**config.mk**
```make
export PLATFORM = sky130hd
export DESIGN_NAME = pipe_stage_skid
export DESIGN_NICKNAME = d
export VERILOG_FILES = /design/src/rtl/pipe_pkg.sv /design/src/rtl/pipe_perf_ctr.sv /design/src/rtl/pipe_stage_skid.sv
export SDC_FILE = /design/constraint.sdc
export NUM_CORES = 1
export LEC_CHECK = 0
export CAP_MARGIN = 20
export CORE_MARGIN = 3
export CORE_UTILIZATION = 43
export DETAILED_ROUTE_END_ITERATION = 8
export PLACE_DENSITY = 0.82
export SLEW_MARGIN = 20
export SYNTH_ARGS = -nofsm -noshare
export SYNTH_HDL_FRONTEND = slang
export SYNTH_SLANG_ARGS = --single-unit
```
**constraint.sdc**
```tcl
create_clock -name clk -period 1.3 [get_ports clk]
set_input_delay 0.26 -clock clk [delete_from_list [all_inputs] [get_ports clk]]
set_output_delay 0.26 -clock clk [all_outputs]
set_load 0.02 [all_outputs]
```
**src/rtl/pipe_pkg.sv**
```systemverilog
// Shared types for the elastic pipeline stage: state encoding and occupancy width.
package pipe_pkg;

    localparam int OCC_W = 2;

    typedef enum logic [1:0] {
        ST_EMPTY = 2'd0,
        ST_HALF  = 2'd1,
        ST_FULL  = 2'd2
    } pipe_stage_state_e;

    // The encoding is chosen so the state value is exactly the number of held entries.
    function automatic logic [OCC_W-1:0] state_to_occ(input pipe_stage_state_e st);
        return OCC_W'(st);
    endfunction

endpackage

```
**src/rtl/pipe_perf_ctr.sv**
```systemverilog
// Saturating event counter used for the stage's stall/bubble statistics.
module pipe_perf_ctr #(
    parameter int CNT_W = 16
) (
    input  logic             clk,
    input  logic             reset,
    input  logic             inc,
    output logic [CNT_W-1:0] count
);

    // Sticks at all-ones so a long stall never wraps into a misleadingly small value.
    always_ff @(posedge clk or negedge reset) begin
        if (!reset) begin
            count <= '0;
        end else if (inc && (count != '1)) begin
            count <= count + CNT_W'(1);
        end
    end

endmodule

```
**src/rtl/pipe_stage_skid.sv**
```systemverilog
// Two-entry skid-buffered pipeline stage with registered up_ready and flush.
// Optional stall/bubble counters are built when PIPE_STAGE_PERF_EN is defined.
module pipe_stage_skid
    import pipe_pkg::*;
#(
    parameter int DATA_W          = 32,
    parameter int CLEAR_ON_BUBBLE = 1,
    parameter int CNT_W           = 16
) (
    input  logic              clk,
    input  logic              reset,
    input  logic              flush,
    input  logic              up_valid,
    output logic              up_ready,
    input  logic [DATA_W-1:0] up_data,
    output logic              dn_valid,
    input  logic              dn_ready,
    output logic [DATA_W-1:0] dn_data,
    output logic [OCC_W-1:0]  occupancy,
    output logic [CNT_W-1:0]  stall_cnt,
    output logic [CNT_W-1:0]  bubble_cnt
);

    pipe_stage_state_e state_q, state_d;
    logic [DATA_W-1:0] main_q, main_d;
    logic [DATA_W-1:0] skid_q, skid_d;
    logic              up_fire;
    logic              dn_fire;

    assign dn_valid  = (state_q != ST_EMPTY);
    assign up_ready  = (state_q != ST_FULL);
    assign dn_data   = main_q;
    assign occupancy = state_to_occ(state_q);
    assign up_fire   = up_valid && up_ready;
    assign dn_fire   = dn_valid && dn_ready;

    always_ff @(posedge clk or negedge reset) begin
        if (!reset) begin
            state_q <= ST_EMPTY;
            main_q  <= '0;
            skid_q  <= '0;
        end else begin
            state_q <= state_d;
            main_q  <= main_d;
            skid_q  <= skid_d;
        end
    end

    // main always feeds dn_data directly; skid only catches the beat that arrives while main is stalled.
    always_comb begin
        state_d = state_q;
        main_d  = main_q;
        skid_d  = skid_q;
        unique case (state_q)
            ST_EMPTY: begin
                if (up_fire) begin
                    state_d = ST_HALF;
                    main_d  = up_data;
                end
            end
            ST_HALF: begin
                if (up_fire && dn_fire) begin
                    main_d = up_data;
                end else if (up_fire) begin
                    state_d = ST_FULL;
                    skid_d  = up_data;
                end else if (dn_fire) begin
                    state_d = ST_EMPTY;
                    if (CLEAR_ON_BUBBLE != 0) main_d = '0;
                end
            end
            ST_FULL: begin
                if (dn_fire) begin
                    state_d = ST_HALF;
                    main_d  = skid_q;
                end
            end
            default: begin
                state_d = ST_EMPTY;
                main_d  = '0;
                skid_d  = '0;
            end
        endcase
        // Squash wins over everything; a simultaneous downstream accept is simply treated as consumed.
        if (flush) begin
            state_d = ST_EMPTY;
            if (CLEAR_ON_BUBBLE != 0) begin
                main_d = '0;
                skid_d = '0;
            end
        end
    end

`ifdef PIPE_STAGE_PERF_EN
    pipe_perf_ctr #(.CNT_W(CNT_W)) u_stall_ctr (
        .clk   (clk),
        .reset (reset),
        .inc   (dn_valid && !dn_ready),
        .count (stall_cnt)
    );

    pipe_perf_ctr #(.CNT_W(CNT_W)) u_bubble_ctr (
        .clk   (clk),
        .reset (reset),
        .inc   (!dn_valid),
        .count (bubble_cnt)
    );
`else
    assign stall_cnt  = '0;
    assign bubble_cnt = '0;
`endif

endmodule
```
==> reports/results.ini, run 1 <==
[status]
outcome = finished with violations
violations = setup timing

[critical_path]
critPathCaptureType = flop
start_kind = flop
arrival_ps = 1820
worstSetupPathType = reg2reg
critPathLaunch = occupancy[1]
crit_fanout = 8
critPathRequiredTime_ps = 1550
r2r_slack_ps = -260
reg2reg_from = occupancy[1]

[global_routing]
grt_max_degree = 67
antenna_found_initial = 0
grt_pass1_vias = 3067
grt.total_usage = 0.194
grt_overflow = 0
grt_pass1_wl_um = 15100

[placed_design]
io_buffers = 72
dp_cells = 562
dp_hpwl_um = 5670
place_congestion = 0.835

[detailed_routing]
drc_errors = 0
avgRoutedWirePerCell_um = 16.8
routed_wl_um = 10100
drt_pass1_iterations = 4
drtIter0Drc = 104
vias_per_cell = 5.11
drtAntennaViolNets = 0
vias = 3054

[sta]
final.setup_skew_ps = 8.09
fin_ws_ps = -262
finalSetupViolCount = 66
rsz0062_at_grt = true
hold_viol_final = 0
slew_viol_final = 0
finalCritPeriodShare = 1.20
fmax_mhz = 640
fin_tns_setup_ps = -13640
min_period_ps = 1560

[synthesis]
async_flop_share = 1.00
synthTopCellsByCount = dfrtp_1, buf_4, nor2_1
synth_ff_type = dfrtp_1
synth_cell_types = 25
synth_top_area_frac = 0.455
ys_top_cells_by_area = dfrtp_1, mux2_2, mux2i_1
synth_area_um2 = 3630
yosysTopAreaCell = dfrtp_1
synth_warnings = 0
syn_area_per_cell_um2 = 9.85
synth.most_common_cell = dfrtp_1
ys_seq_elements = 66
synth-edff-count = 0
seq_area_frac_synth = 0.455
netlist_instances = 369

[clock_network]
htreeDepth = 3
ctsLongestPathBuffers = 2
clkSinkCount = 66
clock_latency_ps = 340
cts_tree = done
clk_pin_slew_ps = 70
cts_root_buf = clkbuf_8
cts_buffers = 9

[layout]
multi_input_area_um2 = 1890
seq_area_um2 = 1650
num-fill-cells = 590
nets = 528
final_cells = 598
final_core_util = 0.674
area_growth_syn_to_layout_pct = 47.8
drive_above_1_share = 0.454
diodes = 0

[min_path]
hold_path.class = in2async

[pwr]
irDropWorstVdd_mv = 0.538
power_uw = 5950
p_leak_uw = 0.00247
p_per_area_nw_per_um2 = 1110

[die]
pin_count = 105
coreArea_um2 = 7970
die-area_um2 = 9590
die_w_um = 97.9
placementRows = 32
die_y_um = 97.9
start_util = 0.456

[run]
maxCapViolCount = 0

metrics by stage:
step / area [um^2] / setup slack, ps / hold WS (ps)
after CTS: 5120 / -216 / 470
after global placement: 4680 / -397 / 301
after detailed placement: 4680 / -437 / 309
final: 5370 / -262 / 475
after global routing: 5370 / -319 / 487
after floorplan: 3840 / -128 / -35.6
critical path, cell delays in order (launching register included):
cell	delay [ps]
dfrtp_2	450
buf_8	150
buf_4	130
nor3b_4	220
buf_4	170
buf_12	140
nand2_1	60
mux2i_1	150
repair_timing:
item | 4_1_cts | 5_1_grt
gates resized for setup | 119 | 98
pin swaps | 2 | 4
hold endpoints to repair | 66 | 0
setup buffers | 4 | 5
gates cloned | 4 | 6
setup endpoints to repair | 100 | 90
hold buffers | 1 | 0
worst paths after layout:
kind	cells after the start	to
worst max-delay path	7	skid_q[10]
worst min-delay path	3	skid_q[28]
worst max register to register	7	skid_q[10]
worst min register to register	2	skid_q[18]
max in group asynchronous	3	occupancy[0]
min in group clk	2	skid_q[18]
cell type report:
type / instances / share of cell area
Tap cell: 102 / 0.0238
Sequential cell: 66 / 0.308
Inverter: 33 / 0.0231
Clock inverter: 2 / 0.00653
Timing Repair Buffer: 137 / 0.254
Clock buffer: 14 / 0.0322
Multi-Input combinational cell: 244 / 0.353
state kept, by name (all words and copies together), names as in the netlist:
| signal | count |
|---|---|
| dn_data | 32 |
| occupancy | 2 |
| skid_q | 32 |
routing by layer:
| metal | vias up | global-route usage | share of wire |
|---|---|---|---|
| li1 | 1415 | - | - |
| met1 | 1535 | 0.243 | 0.42 |
| met2 | 95 | 0.332 | 0.52 |
| met3 | 9 | 0.0564 | 0.049 |
| met4 | 0 | 0.0426 | 0.0093 |
| met5 | - | 0 | 0 |
placed cells by master, fill, tap and decap left out, drive strengths merged:
cell	synthesis	final
inv	33	33
clkbuf	6	40
dfrtp	66	66
xor2	1	1
clkinv	0	1
mux2i	33	33
and2b	1	1
nor3b	1	1
mux2	32	32
buf	51	73
nor2b	2	2
o21ai	2	2
nor2	36	36
conb	1	32
dlygate4sd3	0	1
o21a	1	1
nor4	1	1
and3b	1	1
a22oi	32	32
bufinv	0	1
nand2	32	32
nor3	1	1
or2	1	1
a21oi	34	34
clkdlybuf4s50	0	35
nand2b	1	1
clkdlybuf4s15	0	2
cell families (layout without fill, tap and decap cells):
logic type             Yosys count  after routing  share of synthesized area
buffers and inverters           90            186                      0.141
AND/OR/NAND/NOR                 77             77                     0.0899
AO/OA/AOI/OAI                   69             69                      0.121
flip-flops                      66             66                      0.455
multiplexers                    65             65                      0.190
other                            1             32                    0.00103
XOR/XNOR                         1              1                    0.00241
power breakdown:
part | switching (uW) | leakage [uW] | total [uW] | internal (uW)
clock network | 774 | 0.000107 | 1820 | 1040
logic | 921 | 0.00150 | 1700 | 781
registers | 171 | 0.000860 | 2430 | 2260
total | 1870 | 0.00247 | 5950 | 4080
Note: power is estimated with default switching activity, not from simulation.
==> run 2, diff against run 1 <==
Settings changed: RECOVER_POWER set to 50.
==> run 2 against run 1 <==
The flow still finishes with violations (setup timing). Hold slack improved by 45 ps. Critical path type unchanged. Sequential share of layout area grew 0.050 points. Total power about the same. Largest cell class unchanged. Critical path depth is the same. Final cell count is the same. Final area down 0.16%. Global-route usage did not move. Wire length is essentially flat. Count of clock-buffer cells in the layout unchanged. Register-to-register slack barely moved. First-iteration DRC count unchanged.
==> reports/results.ini, run 2 (synthesis results as in run 1) <==
[run]
maxCapViolCount = 0  ; unchanged

[sta]
fmax_mhz = 640  ; about the same
timing.hold.ws_ps = 520  ; was 475 ps
finalCritPeriodShare = 1.20  ; unchanged
fin_tns_setup_ps = -13640  ; unchanged
relSlewSlack = 0.593
slew_viol_final = 0  ; unchanged
final.setup_skew_ps = 8.09  ; unchanged
min_period_ps = 1560  ; unchanged
tightest_slew_ps = 611
hold_viol_final = 0  ; unchanged
finalSetupViolCount = 66  ; unchanged
fin_ws_ps = -262  ; unchanged
rsz0062_at_grt = true  ; unchanged

[critical_path]
critPathRequiredTime_ps = 1550  ; about the same
critPathCaptureType = flop  ; unchanged
arrival_ps = 1820  ; about the same
start_kind = flop  ; unchanged
worstSetupPathType = reg2reg  ; unchanged
crit_fanout = 8  ; unchanged

[placed_design]
dp_slack_ps = -437  ; unchanged
io_buffers = 72  ; unchanged
dp_hpwl_um = 5670  ; unchanged
place_congestion = 0.835  ; unchanged

[global_routing]
grt_overflow = 0  ; unchanged
antenna_found_initial = 0  ; unchanged
grt.total_usage = 0.194  ; unchanged
grt_pass1_wl_um = 15100  ; unchanged
grt_pass1_vias = 3067  ; unchanged
grt_max_degree = 67  ; unchanged

[pwr]
p_per_area_nw_per_um2 = 1110  ; about the same
p_leak_uw = 0.00247  ; about the same
irDropWorstVdd_mv = 0.538  ; about the same

[layout]
layout.cells.most_common = dfrtp_1  ; unchanged
final_cell_mix = dfrtp_1, buf_4, clkdlybuf4s50_1  ; unchanged
area_growth_syn_to_layout_pct = 47.5  ; was 47.8%
nets = 528  ; unchanged
diodes = 0  ; unchanged
drive_above_1_share = 0.454  ; unchanged

[clock_network]
clock_latency_ps = 340  ; about the same
cts_buffers = 9  ; unchanged
cts_root_buf = clkbuf_8  ; unchanged
htreeDepth = 3  ; unchanged
ctsLongestPathBuffers = 2  ; unchanged
clk_pin_slew_ps = 70  ; about the same
clkSinkCount = 66  ; unchanged
cts_tree = done  ; unchanged

[status]
violations = setup timing  ; unchanged
outcome = finished with violations  ; unchanged

[die]
die_y_um = 97.9  ; unchanged
pin_count = 105  ; unchanged
placementRows = 32  ; unchanged
die-area_um2 = 9590  ; unchanged
start_util = 0.456  ; unchanged
die_w_um = 97.9  ; unchanged
coreArea_um2 = 7970  ; unchanged

[detailed_routing]
vias_per_cell = 5.11  ; unchanged
drt_pass1_iterations = 4  ; unchanged
avgRoutedWirePerCell_um = 16.8  ; about the same
drc_errors = 0  ; unchanged
vias = 3054  ; unchanged
drtAntennaViolNets = 0  ; unchanged
drtIter0Drc = 104  ; unchanged
routed_wl_um = 10100  ; about the same

[min_path]
hold_path.class = reg2reg  ; was in2async

run 2: area by class of cell:
type / count / area (um^2)
Clock buffer: 14 / 173
Clock inverter: 2 / 35.0
Fill cell: 591 / 2610
Inverter: 33 / 124
Multi-Input combinational cell: 244 / 1890
Sequential cell: 66 / 1650
Tap cell: 102 / 128
Timing Repair Buffer: 137 / 1350
run 2: per-stage QoR:
stage	cells	total power (uW)	instance area (um^2)	utilization
after floorplan	400	3270	3840	-
after global placement	562	3870	4680	0.588
after detailed placement	562	3920	4680	0.588
after CTS	587	5820	5120	0.642
after global routing	598	6210	5360	0.673
final	598	5940	5360	0.673
run 2: worst paths after layout:
check | slack (ps) | to | startpoint | depth (start not counted)
setup / recovery | -260 | skid_q[10] | occupancy[1] | 7
hold / removal | 520 | skid_q[18] | skid_q[18] | 2
setup reg to reg | -260 | skid_q[10] | occupancy[1] | 7
hold reg to reg | 520 | skid_q[18] | skid_q[18] | 2
max in group asynchronous | 310 | occupancy[0] | reset | 3
min in group asynchronous | 550 | skid_q[28] | reset | 3
run 2: repair_timing:
item	4_1_cts	5_1_grt
endpoints found under the setup margin	100	90
cloned	4	6
hold buffers	1	0
pin swaps	2	4
endpoints found under the hold margin	66	0
setup buffers	4	5
gates resized for setup	119	98
run 2: report_power, final:
part	internal [uW]	switching (uW)	leakage [uW]	total [uW]
clock	1040	774	0.000107	1820
sequential	2260	171	0.000860	2430
combinational	778	920	0.00150	1700
total	4080	1860	0.00247	5940
run 2: layer usage:
metal / global-route usage / vias to the layer above / part of all wire
met5: 0 / - / 0
met1: 0.243 / 1535 / 0.42
met2: 0.332 / 95 / 0.52
li1: - / 1415 / -
met4: 0.0426 / 0 / 0.0093
met3: 0.0564 / 9 / 0.049
run 2: critical path, stage by stage, from the launching register on:
cell     delay, ps
dfrtp_2        450
buf_8          150
buf_4          130
nor3b_4        220
buf_4          170
buf_12         140
nand2_1         60
mux2i_1        150
==> run 3, diff against run 2 <==
Settings changed: CORE_UTILIZATION 43 to 45.
Clock period 1.3 ns to 1.57 ns, I/O delays scaled along.
==> run 3 against run 2 <==
The run still ends with setup timing left. Sequential share of layout area grew 4.2 points. Worst setup slack gained 260 ps. First-iteration DRC count grew 20%. Clock power shrank 27%. Count of clock-buffer cells in the layout shrank 3. Combinational power shrank 34%. Sequential power shrank 19%. Critical endpoint is now dn_data[0]. Largest cell class unchanged.
==> reports/results.ini, run 3 (synthesis results as in run 1) <==
[sta]
final.setup_skew_ps = 8.11  ; was 8.09 ps
slew_viol_final = 0  ; unchanged
finalSetupViolCount = 2  ; was 66
finalCritPeriodShare = 1.00  ; was 1.20
fin_ws_ps = -3.47  ; was -262 ps
fmax_mhz = 636  ; was 640 MHz
relSlewSlack = 0.396  ; was 0.593
hold_viol_final = 0  ; unchanged
tightest_slew_ps = 906  ; was 611 ps
rsz0062_at_grt = true  ; unchanged
min_period_ps = 1570  ; was 1560 ps

[layout]
area_growth_syn_to_layout_pct = 29.8  ; was 47.5%
num-fill-cells = 645  ; was 591
seq_area_um2 = 1650  ; about the same
final_core_util = 0.607  ; was 0.673
diodes = 0  ; unchanged
multi_input_area_um2 = 1680  ; was 1890 um^2
drive_above_1_share = 0.220  ; was 0.454
fin_area_um2 = 4720  ; was 5360 um^2
layout.cells.most_common = dfrtp_1  ; unchanged
final_cells = 557  ; was 598
nets = 487  ; was 528
final_cell_mix = dfrtp_1, nor2_1, clkdlybuf4s50_1  ; was dfrtp_1, buf_4, clkdlybuf4s50_1

[detailed_routing]
drt_pass1_iterations = 4  ; unchanged
vias = 2820  ; was 3,054
routed_wl_um = 8180  ; was 10,100 um
drtAntennaViolNets = 0  ; unchanged
drc_errors = 0  ; unchanged
avgRoutedWirePerCell_um = 14.7  ; was 16.8 um
vias_per_cell = 5.06  ; was 5.11
drtIter0Drc = 125  ; was 104

[placed_design]
dp_slack_ps = -295  ; was -437 ps
place_area_um2 = 4450  ; was 4680 um^2
dp_hpwl_um = 5470  ; was 5670 um
io_buffers = 72  ; unchanged
dp_cells = 537  ; was 562
place_congestion = 0.730  ; was 0.835

[pwr]
switching_share = 0.327  ; was 0.314
p_switching_uw = 1450  ; was 1860 uW
p_per_area_nw_per_um2 = 938  ; was 1110 nW/um^2
power_uw = 4420  ; was 5940 uW
p_comb_frac = 0.257  ; was 0.286
irDropWorstVdd_mv = 0.437  ; was 0.538 mV
clockPowerShare = 0.301  ; was 0.306
power_frac_seq = 0.442  ; was 0.409
internal_power_uw = 2980  ; was 4080 uW
p_leak_uw = 0.00220  ; was 0.00247 uW

[global_routing]
grt_overflow = 0  ; unchanged
grt_pass1_vias = 2784  ; was 3,067
grt.total_usage = 0.187  ; was 0.194
grt_max_degree = 67  ; unchanged
grt_pass1_wl_um = 13300  ; was 15,100 um
antenna_found_initial = 0  ; unchanged

[clock_network]
clock_latency_ps = 340  ; about the same
cts_tree = done  ; unchanged
clk_pin_slew_ps = 70  ; about the same
ctsLongestPathBuffers = 2  ; unchanged
cts_root_buf = clkbuf_8  ; unchanged
htreeDepth = 3  ; unchanged
clkSinkCount = 66  ; unchanged
cts_buffers = 9  ; unchanged

[status]
outcome = finished with violations  ; unchanged
violations = setup timing  ; unchanged

[critical_path]
crit_fanout = 8  ; unchanged
start_kind = flop  ; unchanged
critPathCaptureType = flop  ; unchanged
worstSetupPathType = reg2reg  ; unchanged
critPathRequiredTime_ps = 1830  ; was 1550 ps
arrival_ps = 1830  ; was 1820 ps

[die]
die-area_um2 = 9190  ; was 9590 um^2
coreArea_um2 = 7770  ; was 7970 um^2
placementRows = 32  ; unchanged
die_y_um = 95.9  ; was 97.9 um
start_util = 0.468  ; was 0.456
die_w_um = 95.9  ; was 97.9 um
pin_count = 105  ; unchanged

[run]
maxCapViolCount = 0  ; unchanged

[min_path]
hold_path.class = reg2reg  ; unchanged

[run 3: metal layers]
layer / global-route usage / part of all wire / vias up
li1: - / - / 1337
met3: 0.0446 / 0.057 / 13
met5: 0 / 0 / -
met1: 0.236 / 0.43 / 1377
met4: 0.0723 / 0.016 / 0
met2: 0.312 / 0.50 / 93
[run 3: stage by stage]
step	setup TNS [ps]	hold slack, ps
final	-6.37	520
after global placement	-12420	364
after floorplan	0	18.4
after CTS	-185	522
after global routing	-1230	542
after detailed placement	-14840	363
[run 3: repair_timing]
| item | in CTS | in global routing |
|---|---|---|
| gates resized for setup | 49 | 21 |
| hold buffers | 1 | 0 |
| hold endpoints to repair | 54 | 0 |
| setup endpoints to repair | 58 | 47 |
| cloned | 1 | 0 |
| setup buffers | 1 | 1 |
| pin swaps | 0 | 7 |
[run 3: power groups by stage]
| stage | combinational, uW | clock [uW] | sequential [uW] |
|---|---|---|---|
| final | 1130 | 1330 | 1960 |
| after global routing | 1240 | 1420 | 1980 |
| after CTS | 1120 | 1350 | 1960 |
| after detailed placement | 1190 | 0 | 1990 |
| after global placement | 1170 | 0 | 1990 |
| after floorplan | 536 | 0 | 2140 |
[run 3: cell type report]
type | count | area share
Sequential cell | 66 | 0.350
Clock buffer | 11 | 0.0300
Tap cell | 102 | 0.0271
Clock inverter | 5 | 0.00849
Timing Repair Buffer | 96 | 0.201
Inverter | 33 | 0.0263
Multi-Input combinational cell | 244 | 0.357
[run 3: worst paths after layout]
check | from | end | slack, ps | cells after the start
min in group asynchronous | reset | dn_data[19] | 750 | 3
setup / recovery | occupancy[1] | dn_data[0] | -3 | 6
max in group asynchronous | reset | occupancy[1] | 210 | 3
setup reg to reg | occupancy[1] | dn_data[0] | -3 | 6
hold / removal | skid_q[5] | skid_q[5] | 520 | 2
hold reg to reg | skid_q[5] | skid_q[5] | 520 | 2
[run 3: critical path, cell delays in order, from the launching register on]
cell     delay, ps
dfrtp_2        430
buf_6          140
and2b_1        200
and3b_2        270
buf_6          170
a22oi_1        100
a21oi_1        170
